==> src/rtl/mac_accum.sv <==
// Saturating dot-product accumulator behind the sequential Booth multiplier.
// Sums LEN signed products, then offers the result on a valid/ready handshake.
module mac_accum #(
  parameter int D_IN  = 8,
  parameter int ACC_W = 24,
  parameter int LEN   = 4
) (
  input  logic                    clk,
  input  logic                    rst,
  input  logic                    start,
  input  logic                    prod_valid,
  input  logic signed [2*D_IN-1:0] prod,
  output logic                    out_valid,
  input  logic                    out_ready,
  output logic signed [ACC_W-1:0] out_data,
  output logic                    ovf,
  output logic                    lost,
  output logic                    busy,
  output logic [7:0]              prod_cnt
);

  localparam int         P_W     = 2 * D_IN;
  localparam logic [7:0] LEN_CNT = 8'(LEN);

  typedef enum logic [1:0] {IDLE, ACCUM, HOLD} state_t;

  state_t                  state;
  logic signed [ACC_W:0]   sum_wide;
  logic signed [ACC_W-1:0] sum_sat;
  logic                    sum_clamp;
  logic [7:0]              cnt_next;

  // One guard bit is enough: the sum is out of range exactly when the two
  // top bits of the widened result disagree, and the guard bit gives the sign.
  // NOTE: every signal written here is assigned first, so no latch is inferred.
  always_comb begin
    sum_wide  = {out_data[ACC_W-1], out_data} + {{(ACC_W + 1 - P_W){prod[P_W-1]}}, prod};
    sum_clamp = sum_wide[ACC_W] != sum_wide[ACC_W-1];
    sum_sat   = sum_wide[ACC_W-1:0];
    if (sum_clamp) begin
      sum_sat = sum_wide[ACC_W] ? {1'b1, {(ACC_W - 1){1'b0}}} : {1'b0, {(ACC_W - 1){1'b1}}};
    end
    cnt_next = prod_cnt + 8'd1;
  end

  // NOTE: state registers use non-blocking assignments so every flop samples
  // pre-edge values regardless of statement order.
  always_ff @(posedge clk) begin
    if (rst) begin
      state     <= IDLE;
      out_valid <= 1'b0;
      busy      <= 1'b0;
      out_data  <= '0;
      ovf       <= 1'b0;
      lost      <= 1'b0;
      prod_cnt  <= 8'd0;
    end else if (start) begin
      // start wins over a coincident product and discards any held result
      state     <= ACCUM;
      out_valid <= 1'b0;
      busy      <= 1'b1;
      out_data  <= '0;
      ovf       <= 1'b0;
      lost      <= 1'b0;
      prod_cnt  <= 8'd0;
    end else begin
      case (state)
        IDLE: begin
          if (prod_valid) lost <= 1'b1;
        end
        ACCUM: begin
          if (prod_valid) begin
            out_data <= sum_sat;
            prod_cnt <= cnt_next;
            if (sum_clamp) ovf <= 1'b1;
            if (cnt_next == LEN_CNT) begin
              state     <= HOLD;
              busy      <= 1'b0;
              out_valid <= 1'b1;
            end
          end
        end
        HOLD: begin
          if (prod_valid) lost <= 1'b1;
          if (out_ready) begin
            state     <= IDLE;
            out_valid <= 1'b0;
          end
        end
        default: begin
          state     <= IDLE;
          out_valid <= 1'b0;
          busy      <= 1'b0;
        end
      endcase
    end
  end

endmodule

==> config.mk <==
export PLATFORM = sky130hd
export DESIGN_NAME = mac_accum
export DESIGN_NICKNAME = d
export VERILOG_FILES = /design/src/rtl/mac_accum.sv
export SDC_FILE = /design/constraint.sdc
export NUM_CORES = 1
export LEC_CHECK = 0
export ABC_AREA = 1
export ABC_CLOCK_PERIOD_IN_PS = 3350
export BUFFER_PORTS_ARGS = -buffer_cell sky130_fd_sc_hd__buf_2
export CAP_MARGIN = 20
export CELL_PAD_IN_SITES_DETAIL_PLACEMENT = 0
export CELL_PAD_IN_SITES_GLOBAL_PLACEMENT = 1
export CORE_MARGIN = 5
export CORE_UTILIZATION = 35
export CTS_CLUSTER_SIZE = 12
export DETAILED_ROUTE_END_ITERATION = 8
export PLACE_DENSITY_LB_ADDON = 0.1
export SLEW_MARGIN = 15
export SYNTH_ARGS = -nofsm -noshare
export SYNTH_HDL_FRONTEND = slang
export SYNTH_SLANG_ARGS = --single-unit
==> constraint.sdc <==
create_clock -name clk -period 3.35 [get_ports clk]
set_input_delay 0.1675 -clock clk [delete_from_list [all_inputs] [get_ports clk]]
set_output_delay 0.1675 -clock clk [all_outputs]
set_load 0.01 [all_outputs]
==> results of run 1 <==
cell type report:
cell class	count	area [µm²]
clock inverter	2	35.03
timing repair buffer	58	295.3
sequential	37	740.7
tap	108	135.1
fill	947	5134
clock buffer	5	68.82
inverter	64	242.7
multi-input combinational	370	2069
metal layers:
metal	wire length, µm	track usage, %	vias up	part of all wire (%)
li1	-	-	1679	-
met1	4478	23.67	1405	52
met2	3841	25.57	47	44
met3	271	3.042	4	3.1
met4	52	3.145	0	0.60
met5	0	0	-	0
where the power goes:
group | internal (µW) | switching [µW] | total, µW | leakage (µW)
clock | 217 | 169 | 386 | 0.0000540
combinational | 99.9 | 188 | 288 | 0.00158
sequential | 453 | 10.3 | 464 | 0.000301
total | 770 | 367 | 1140 | 0.00193
worst register-to-register path, cell delays in order, from the launching register on:
cell and delay, ps:
dfxtp_1 350, ha_1 170, inv_1 60, fa_1 390, inv_1 90, nand3_1 60
nand2_1 140, nand2_1 80, nand2_2 110, nand2_2 90, nand4_1 90, nand2_1 90
nand2_2 360, nand2_1 100, a21oi_1 130, nor2_1 50
sequential cells by signal, summed over array words and instances (netlist names):
register and cells:
busy 1, lost 1, out_data 24, ovf 1, prod_cnt 8, state 2
how the worst min path moves through the flow:
| stage | startpoint | end | slack (ps) | depth (start not counted) |
|---|---|---|---|---|
| global route | rst | state[0] | 60 | 2 |
| CTS | rst | state[0] | 50 | 2 |
| floorplan | rst | state[0] | 240 | 1 |
| global placement | rst | state[0] | 350 | 2 |
| finish | rst | state[0] | 60 | 2 |
| detailed placement | rst | state[0] | 360 | 2 |
stage by stage:
step           hold WS [ps]  utilization (%)  total power, µW  instance area [µm²]  instances
5_1_grt               56.29            41.13             1224                 3587        644
4_1_cts               45.25            41.13             1159                 3587        644
3_5_place_dp          360.9            39.94            764.5                 3483        637
2_1_floorplan         236.6                -            688.9                 3122        482
3_3_place_gp          351.8            39.94            764.8                 3483        637
6_report              55.63            41.13             1137                 3587        644
layout by cell type (no fill, tap or decap), drive strengths merged, types with 13 or more instances in the layout:
| master | synthesis | layout |
|---|---|---|
| a21oi | 54 | 54 |
| buf | 3 | 58 |
| dfxtp | 37 | 37 |
| ha | 25 | 25 |
| inv | 64 | 64 |
| nand2 | 147 | 147 |
| nand3 | 30 | 30 |
| nor2 | 31 | 31 |
| o21ai | 30 | 30 |
| xor2 | 13 | 13 |
cells by family (layout without fill, tap and decap cells):
| group | after synthesis | after routing | share of synthesized area (%) |
|---|---|---|---|
| simple gates | 229 | 229 | 32.51 |
| compound gates | 95 | 95 | 17.51 |
| buf+inv | 75 | 129 | 9.980 |
| flops | 37 | 37 | 23.73 |
| fa+ha+maj | 26 | 26 | 10.66 |
| xor+xnor | 20 | 20 | 5.611 |
==> results.md, run 1 <==
- Power Dens Cells: between 300 and 400 mW/mm²
- Antenna cells: 0
- CTS resizes: 0
- Core box area: roughly 0.0087 mm²
- Worst Setup EP: ovf
- Mapped cell area: between 0.003 and 0.004 mm²
- Placer Congestion: between 0.8 and 0.9
- Total grt overflow: 0
- Top-Level Pins: between 50 and 60
- DR vias/cell: between 4 and 5
- Ys async rst share: 0%
- Final WS setup: approximately 900 ps
- Post-DP HPWL: just over 7000 µm
- Max Buffers Root-to-Sink: 2
- Total wire length: between 8000 and 9000 µm
- GRT Util Overall: between 10% and 20%
- Starting Density: 35.80%
- WP data arrival: roughly 2600 ps
- Drt wl/cell: about 13 µm
- Count leader, synth: nand2_1
- Top_reg_cell synth: dfxtp_1
- Crit. End Element: register
- Register-to-Register Path Depth: 15
- Worst Setup SP: out_data[0]
- Post-synthesis sequential area ratio: between 20% and 30%
- Vias: about 3.1k
- # rows: 34
- CP top delay family: simple AND/OR/NAND/NOR gates
- Synth top area cells: dfxtp_1 24%, nand2_1 16%, ha_1 10%, inv_1 7.5%, a21oi_1 6.7%
- Max-Cap Viols: 0
- Clock transition at path regs: 80 ps
- Die Wd: roughly 100 µm
- Final Hold Vio Count: 0
- Antenna violations before repair: 0
- R2R Path End: ovf
- Post-synth top cells: 134 x nand2_1, 62 x inv_1, 42 x a21oi_1, 37 x dfxtp_1, 30 x o21ai_0
- Number of synthesized flops with an enable pin: 0
- RSZ-0062 raised after global routing: no
- CTS tree: yes
- Fin Setup TNS: 0 ps
- Post-synth top area cell: dfxtp_1
- Top-area cell type share of the netlist area: a little under a quarter
- Synth warn: 0
- Outcome: finished clean
- PortBufs: 56
- Layout cells sized above 1: 18.66%
- Unique masters post-synth: 35
- Total CTS buffers: 5
- Initial drt markers: ~150
- Die area: roughly 0.011 mm²
- Syn_area_per_cell: approximately 6.5 µm²
- Clk sink count: 37
- Max Clk Rate: just over 0.4 GHz
- Post-CTS Setup Repair Bufs: 0
- Post-Syn Instances: 482
- Slew margin rel.: between 60% and 70%
- Measured slew at the worst slew-check pin: between 500 and 600 ps
- Root Driver: clkbuf_8
- Fin crit share: between 70 and 80%
- CP Data Required Time: between 3000 and 4000 ps
- Fin nets: around 600
- Post-route ant nets: 0
- Drt drc: 0
- Syn_nets: 529
- Clock Latency Late Sink: 290 ps
- Pre-CTS setup slack: 846.3 ps
- DRT Pass-1 Iters: 4
- Leak pwr: between 0.0015 and 0.002 µW
- Synth-to-Final Area Change: 14.91%
- Worst path depth: 15
- Worst R2R Start: out_data[0]
- Crit path kind: register to register
- Yosys reg bits: 37
- Setup violators final: 0
- Critical Path, Cell by Cell: ha_1 > inv_1 > fa_1 > inv_1 > nand3_1 > nand2_1 > nand2_1 > nand2_2 > nand2_2 > nand4_1 > nand2_1 > nand2_2 > nand2_1 > a21oi_1 > nor2_1
- Crit-path max cell delay: about 400 ps
- Global-route wire length before repair: 15,050 µm
- Largest net degree at the start of global routing: 24
- Reg2Reg Setup Slack: a little under 900 ps
- Pins over their slew limit: 0
- Die Ht: about 100 µm
- Hold_buf cts: 0
- CP max stage cell: fa_1
- Vias in the first global route: around 3k
- Worst Setup Start Kind: register
- Critical Path Most Common Cell: nand2_1
- Crit path time final: 2470 ps
- H-tree depth: 2
- Sum of buffers and inverters on the critical path: 2
- Layout Skew: just under 9 ps
- Hold Path Class: primary input to register
- Worst vdd ir: ~0.15 mV
- Worst-path fanout max: 23
No activity file was read; power rests on OpenSTA's default activity.
==> run 2: changes to the inputs <==
- ABC_CLOCK_PERIOD_IN_PS: 3350 -> 2500
- clock period: 3.35 -> 2.5 ns (I/O delays scaled with it)
==> results.md, run 2 (synthesis gave the netlist of run 1 again) <==
- Hold-critical path endpoint: state[0]
- Placer Congestion: 0.8494 (-2.0%)
- Power Dens Cells: 421.7 mW/mm² (+33%)
- Total CTS buffers: 5 (unchanged)
- Max Clk Rate: 0.4380 GHz (+8.2%)
- Core box area: 0.008721 mm² (unchanged)
- Worst vdd ir: 0.1793 mV (+20%)
- DP Cell Count: 643 (+0.94%)
- Die area: 0.01091 mm² (unchanged)
- Switching pwr: 499.4 µW (+36%)
- Layout Skew: 8.586 ps (-0.07205 ps)
- Post-route ant nets: 0 (unchanged)
- Crit. End Element: register
- Total grt overflow: 0 (unchanged)
- Die Wd: 104.4 µm (unchanged)
- Worst-path fanout max: 16 (-30%)
- Clk sink count: 37 (unchanged)
- H-tree depth: 2 (unchanged)
- Vias: 3,186 (+1.6%)
- Hold Path Class: primary input to register
- Register-to-Register Path Depth: 15 (unchanged)
- Max Buffers Root-to-Sink: 2 (unchanged)
- Fin nets: 590 (+1.2%)
- Global-route wire length before repair: 15,290 µm (+1.6%)
- Initial drt markers: 143 (-2.1%)
- Drt drc: 0 (unchanged)
- CTS tree: yes
- Clock Power Share: 33.2% (-0.7 points)
- Final Hold Vio Count: 0 (unchanged)
- GRT Util Overall: 16.84% (+0.40 points)
- Net Sw Frac: 32.23% (-0.063 points)
- DR vias/cell: 4.894 (+0.53%)
- Synth-to-Final Area Change: 17.72%
- Antenna cells: 0 (unchanged)
- RSZ-0062 raised after global routing: no
- Clock Latency Late Sink: 290 ps (about the same)
- Drt wl/cell: 13.68 µm (+1.9%)
- Pins over their slew limit: 0 (unchanged)
- Layout cells sized above 1: 19.89% (+1.2 points)
- Root Driver: clkbuf_8
- Leak pwr: 0.001981 µW (+2.6%)
- Antenna violations before repair: 0 (unchanged)
- Starting Density: 35.80% (unchanged)
- Reg2Reg Setup Slack: 220 ps (-660 ps)
- Worst Setup Start Kind: register
- Top-Level Pins: 57 (unchanged)
- Largest net degree at the start of global routing: 22 (-8.3%)
- Layout Cells excl Fill: 651 (+1.1%)
- Vias in the first global route: 3,134 (+1.7%)
- Clock transition at path regs: 80 ps (about the same)
- Outcome: finished clean
- DRT Pass-1 Iters: 4 (unchanged)
- Post-DP Area: 0.003541 mm² (+1.7%)
- Die Ht: 104.4 µm (unchanged)
- Sequential power share: 40.1% (-0.7 points)
- Crit path kind: register to register
- WP data arrival: 2460 ps (-170 ps)
- Commonest non-fill, non-tap cells in the layout: 133 x nand2_1, 62 x inv_1, 56 x buf_2
- Leading registers by flop count: out_data (24), prod_cnt (8), state (2)
- Most common cell after layout, fill and taps aside: nand2_1
- Total wire length: 8905 µm (+3.0%)
- Crit path time final: 2283 ps (-187.2 ps)
- Measured slew at the worst slew-check pin: 533.0 ps (-46.79 ps)
- Final instance area: 0.003675 mm² (+2.4%)
- Logic gate share of total power: 26.8% (+1.5 points)
- CP Data Required Time: 2680 ps (-830 ps)
- Hold depth: 2 (unchanged)
- Worst R2R Start: out_data[0]
- PortBufs: 56 (unchanged)
- Fin crit share: 91.32% (+18 points)
- # rows: 34 (unchanged)
- Setup violators final: 0 (unchanged)
- Max-Cap Viols: 0 (unchanged)
- Post-DP HPWL: 7179 µm (+1.9%)
- Slew margin rel.: 64.43% (+3.1 points)
- Pint: 1050 µW (+36%)
- R2R Path End: out_data[6]
- Hold path start: rst
- Fin Setup TNS: 0 ps (unchanged)
- Max FFs per register: 24 (unchanged)
- Biggest register: out_data
[run 2: worst max-delay path by stage]
stage / start / end
finish: out_data[0] / out_data[6]
CTS: out_data[0] / out_data[14]
detailed placement: out_data[0] / out_data[14]
global placement: out_data[0] / out_data[17]
global route: out_data[0] / out_data[0]
floorplan: out_data[0] / out_data[10]
[run 2: repair_timing]
| action | in CTS | in global routing |
|---|---|---|
| setup buffers | 0 | 1 |
| resized for setup | 0 | 3 |
| endpoints found under the setup margin | 0 | 23 |
| hold buffers | 0 | 0 |
[run 2: metrics by stage]
| step | setup WS [ps] | util [%] | total power [µW] | hold WS [ps] |
|---|---|---|---|---|
| after detailed placement | 97.71 | 40.60 | 1040 | 319.6 |
| after global routing | 13.11 | 42.14 | 1652 | 7.118 |
| after CTS | 84.66 | 41.79 | 1566 | 0.7294 |
| final | 217.1 | 42.14 | 1549 | 11.21 |
| after global placement | 210.0 | 40.60 | 1038 | 309.8 |
| after floorplan | 344.2 | - | 923.2 | 194.1 |
[run 2: power by group through the flow]
stage | clock network, µW | registers (µW) | logic [µW]
after detailed placement | 0 | 635 | 405
final | 514 | 621 | 415
after global placement | 0 | 634 | 404
after global routing | 555 | 624 | 473
after CTS | 538 | 621 | 407
after floorplan | 0 | 641 | 282
[run 2: cell type report]
class                   instances  area [µm²]
multi-input cells             370        2077
clock buffers                   5       68.82
repair buffers                 65       372.9
well taps                     108       135.1
inverters                      64       245.2
fillers                       932        5046
flip-flops and latches         37       740.7
clock inverters                 2       35.03
[run 2: metal layers]
layer | track usage (%) | share of wire (%) | up-vias
li1 | - | - | 1694
met1 | 24.08 | 51 | 1426
met2 | 26.02 | 43 | 53
met3 | 2.607 | 3.1 | 13
met4 | 4.810 | 2.1 | 0
met5 | 0 | 0 | -
[run 2: critical path, cell delays in order (launching register included)]
cell and delay [ps]:
dfxtp_1 360, ha_1 170, inv_1 50, fa_1 410, inv_1 100, nand3_1 70
nand2_1 90, nand2_1 60, nand2_2 110, nand2_2 80, nand4_1 100, nand2_2 90
nand2_4 90, nand2_4 90, inv_6 190, a21oi_1 110
==> run 3: changes to the inputs <==
- CORE_UTILIZATION: 35 -> 39
==> results.md, run 3 (synthesis gave the netlist of run 1 again) <==
- Crit path time final: 2191 ps (-92.03 ps)
- CTS tree: yes
- Total CTS buffers: 5 (unchanged)
- Largest net degree at the start of global routing: 21 (-4.5%)
- Max Buffers Root-to-Sink: 2 (unchanged)
- Sequential power share: 41.7% (+1.6 points)
- Die area: 0.009893 mm² (-9.3%)
- Register-to-Register Path Depth: 16 (+1)
- Hold Path Class: primary input to register
- Starting Density: 40.19% (+4.4 points)
- Sum of buffers and inverters on the critical path: 3 (unchanged)
- Critical Path, Cell by Cell: ha_1 > inv_1 > fa_1 > inv_1 > nand3_1 > nand2_1 > nand2_1 > nand2_2 > nand2_2 > nand3_2 > nand2_1 > nand2_1 > nand2_2 > buf_12 > nand2_1 > a21oi_2
- Clock Power Share: 30.9% (-2.3 points)
- Total wire length: 8786 µm (-1.3%)
- Leading registers by flop count: out_data (24), prod_cnt (8), state (2)
- Drt drc: 0 (unchanged)
- DRT Pass-1 Iters: 4 (unchanged)
- Biggest register: out_data
- Worst vdd ir: 0.1923 mV (+7.2%)
- Vias: 3,237 (+1.6%)
- # rows: 32 (-5.9%)
- Root Driver: clkbuf_8
- DP Cell Count: 637 (-0.93%)
- Commonest non-fill, non-tap cells in the layout: 134 x nand2_1, 62 x inv_1, 56 x buf_2
- Hold slack: 69.58 ps (+58.36 ps)
- Max FFs per register: 24 (unchanged)
- DR vias/cell: 5.011 (+2.4%)
- Fin nets: 590 (unchanged)
- Pins over their slew limit: 0 (unchanged)
- Layout Cells excl Fill: 646 (-0.77%)
- Post-route ant nets: 0 (unchanged)
- Layout Skew: 9.351 ps (+0.7646 ps)
- Slew margin rel.: 61.50% (-2.9 points)
- Antenna cells: 0 (unchanged)
- CP Data Required Time: 2690 ps (about the same)
- RSZ-0062 raised after global routing: no
- Drt wl/cell: 13.60 µm (-0.57%)
- Hold depth: 3 (+1)
- Power Dens Cells: 408.5 mW/mm² (-3.1%)
- PortBufs: 56 (unchanged)
- Crit path kind: register to register
- Top-Level Pins: 57 (unchanged)
- Worst Setup Start Kind: register
- Synth-to-Final Area Change: 16.83%
- Die Wd: 99.47 µm (-4.8%)
- Total grt overflow: 0 (unchanged)
- Worst-path fanout max: 15 (-1)
- GRT Util Overall: 18.14% (+1.3 points)
- Critical Path Most Common Cell: nand2_1
- Max-Cap Viols: 0 (unchanged)
- Die Ht: 99.47 µm (-4.8%)
- WP data arrival: 2380 ps (-80 ps)
- Max Clk Rate: 0.4564 GHz (+4.2%)
- Net Sw Frac: 34.26% (+2.0 points)
- Global-route wire length before repair: 14,850 µm (-2.9%)
- Placer Congestion: 0.8647 (+1.8%)
- Vias in the first global route: 3,110 (-0.77%)
- Initial drt markers: 120 (-16%)
- Fin crit share: 87.64% (-3.7 points)
- Layout cells sized above 1: 20.04% (+0.15 points)
- Fin Setup TNS: 0 ps (unchanged)
- Outcome: finished clean
- Worst path depth: 16 (+1)
- Leak pwr: 0.001967 µW (-0.71%)
- Power Total: 1490 µW (-3.8%)
- CP top delay family: simple AND/OR/NAND/NOR gates
- Logic gate share of total power: 27.4% (+0.6 points)
- Setup violators final: 0 (unchanged)
- Clk sink count: 37 (unchanged)
- Clock transition at path regs: 80 ps (about the same)
- Post-CTS Setup Repair Bufs: 0 (unchanged)
- Crit. End Element: register
- Antenna violations before repair: 0 (unchanged)
- CP max stage cell: fa_1
- Switching pwr: 510.5 µW (+2.2%)
- H-tree depth: 2 (unchanged)
- Clock Latency Late Sink: 300 ps (about the same)
- Most common cell after layout, fill and taps aside: nand2_1
- Measured slew at the worst slew-check pin: 576.8 ps (+43.82 ps)
- Final Hold Vio Count: 0 (unchanged)
- Core box area: 0.007767 mm² (-11%)
- Crit-path max cell delay: 390 ps (-20 ps)
- Pint: 979.6 µW (-6.7%)
- Post-DP HPWL: 7039 µm (-1.9%)
run 3: changes by cell type in the layout (fill, tap and decap cells not counted), sizes merged:
cell	delta
clkbuf	+1
buf	-1
bufinv	-1
dlygate4sd3	+1
clkinv	+1
run 3: final cells by class:
cell class | count | area [µm²]
Sequential cell | 37 | 742.0
Timing Repair Buffer | 65 | 362.8
Tap cell | 102 | 127.6
Clock inverter | 2 | 13.76
Multi-Input combinational cell | 370 | 2073
Clock buffer | 6 | 82.58
Fill cell | 863 | 4120
Inverter | 64 | 245.2
run 3: per-layer routing:
layer	global-route usage [%]	up-vias	share of wire [%]
met4	3.466	0	0.82
met3	2.665	7	4.2
li1	-	1692	-
met1	25.61	1481	51
met2	29.49	57	44
met5	0	-	0
run 3: worst register-to-register path: stages, from the launching register on:
cell	delay, ps
dfxtp_2	340
ha_1	160
inv_1	50
fa_1	390
inv_1	90
nand3_1	60
nand2_1	90
nand2_1	60
nand2_2	110
nand2_2	80
nand3_2	80
nand2_1	50
nand2_1	80
nand2_2	100
buf_12	160
nand2_1	120
a21oi_2	70
run 3: timing repair:
item / CTS / global route
hold buffers: 1 / 0
endpoints found under the hold margin: 1 / 0
gates resized for setup: 0 / 6
endpoints found under the setup margin: 0 / 18
run 3: worst paths after layout:
check,startpoint,to,slack [ps]
max,out_data[0],out_data[8],310
max reg2reg,out_data[0],out_data[8],310
min,start,busy,70
min reg2reg,ovf,ovf,480
run 3: power groups by stage:
| stage | registers, µW | clock network, µW | logic [µW] |
|---|---|---|---|
| detailed placement | 635 | 0 | 400 |
| global route | 625 | 501 | 461 |
| finish | 622 | 461 | 408 |
| floorplan | 641 | 0 | 282 |
| CTS | 622 | 482 | 404 |
| global placement | 635 | 0 | 401 |
run 3: through the flow:
step | util [%] | area [µm²] | setup WS (ps)
3_3_place_gp | 45.33 | 3521 | 297.0
3_5_place_dp | 45.33 | 3521 | 227.7
6_report | 46.96 | 3647 | 309.1
2_1_floorplan | - | 3122 | 344.2
5_1_grt | 46.96 | 3647 | 6.320
4_1_cts | 46.70 | 3627 | 209.0
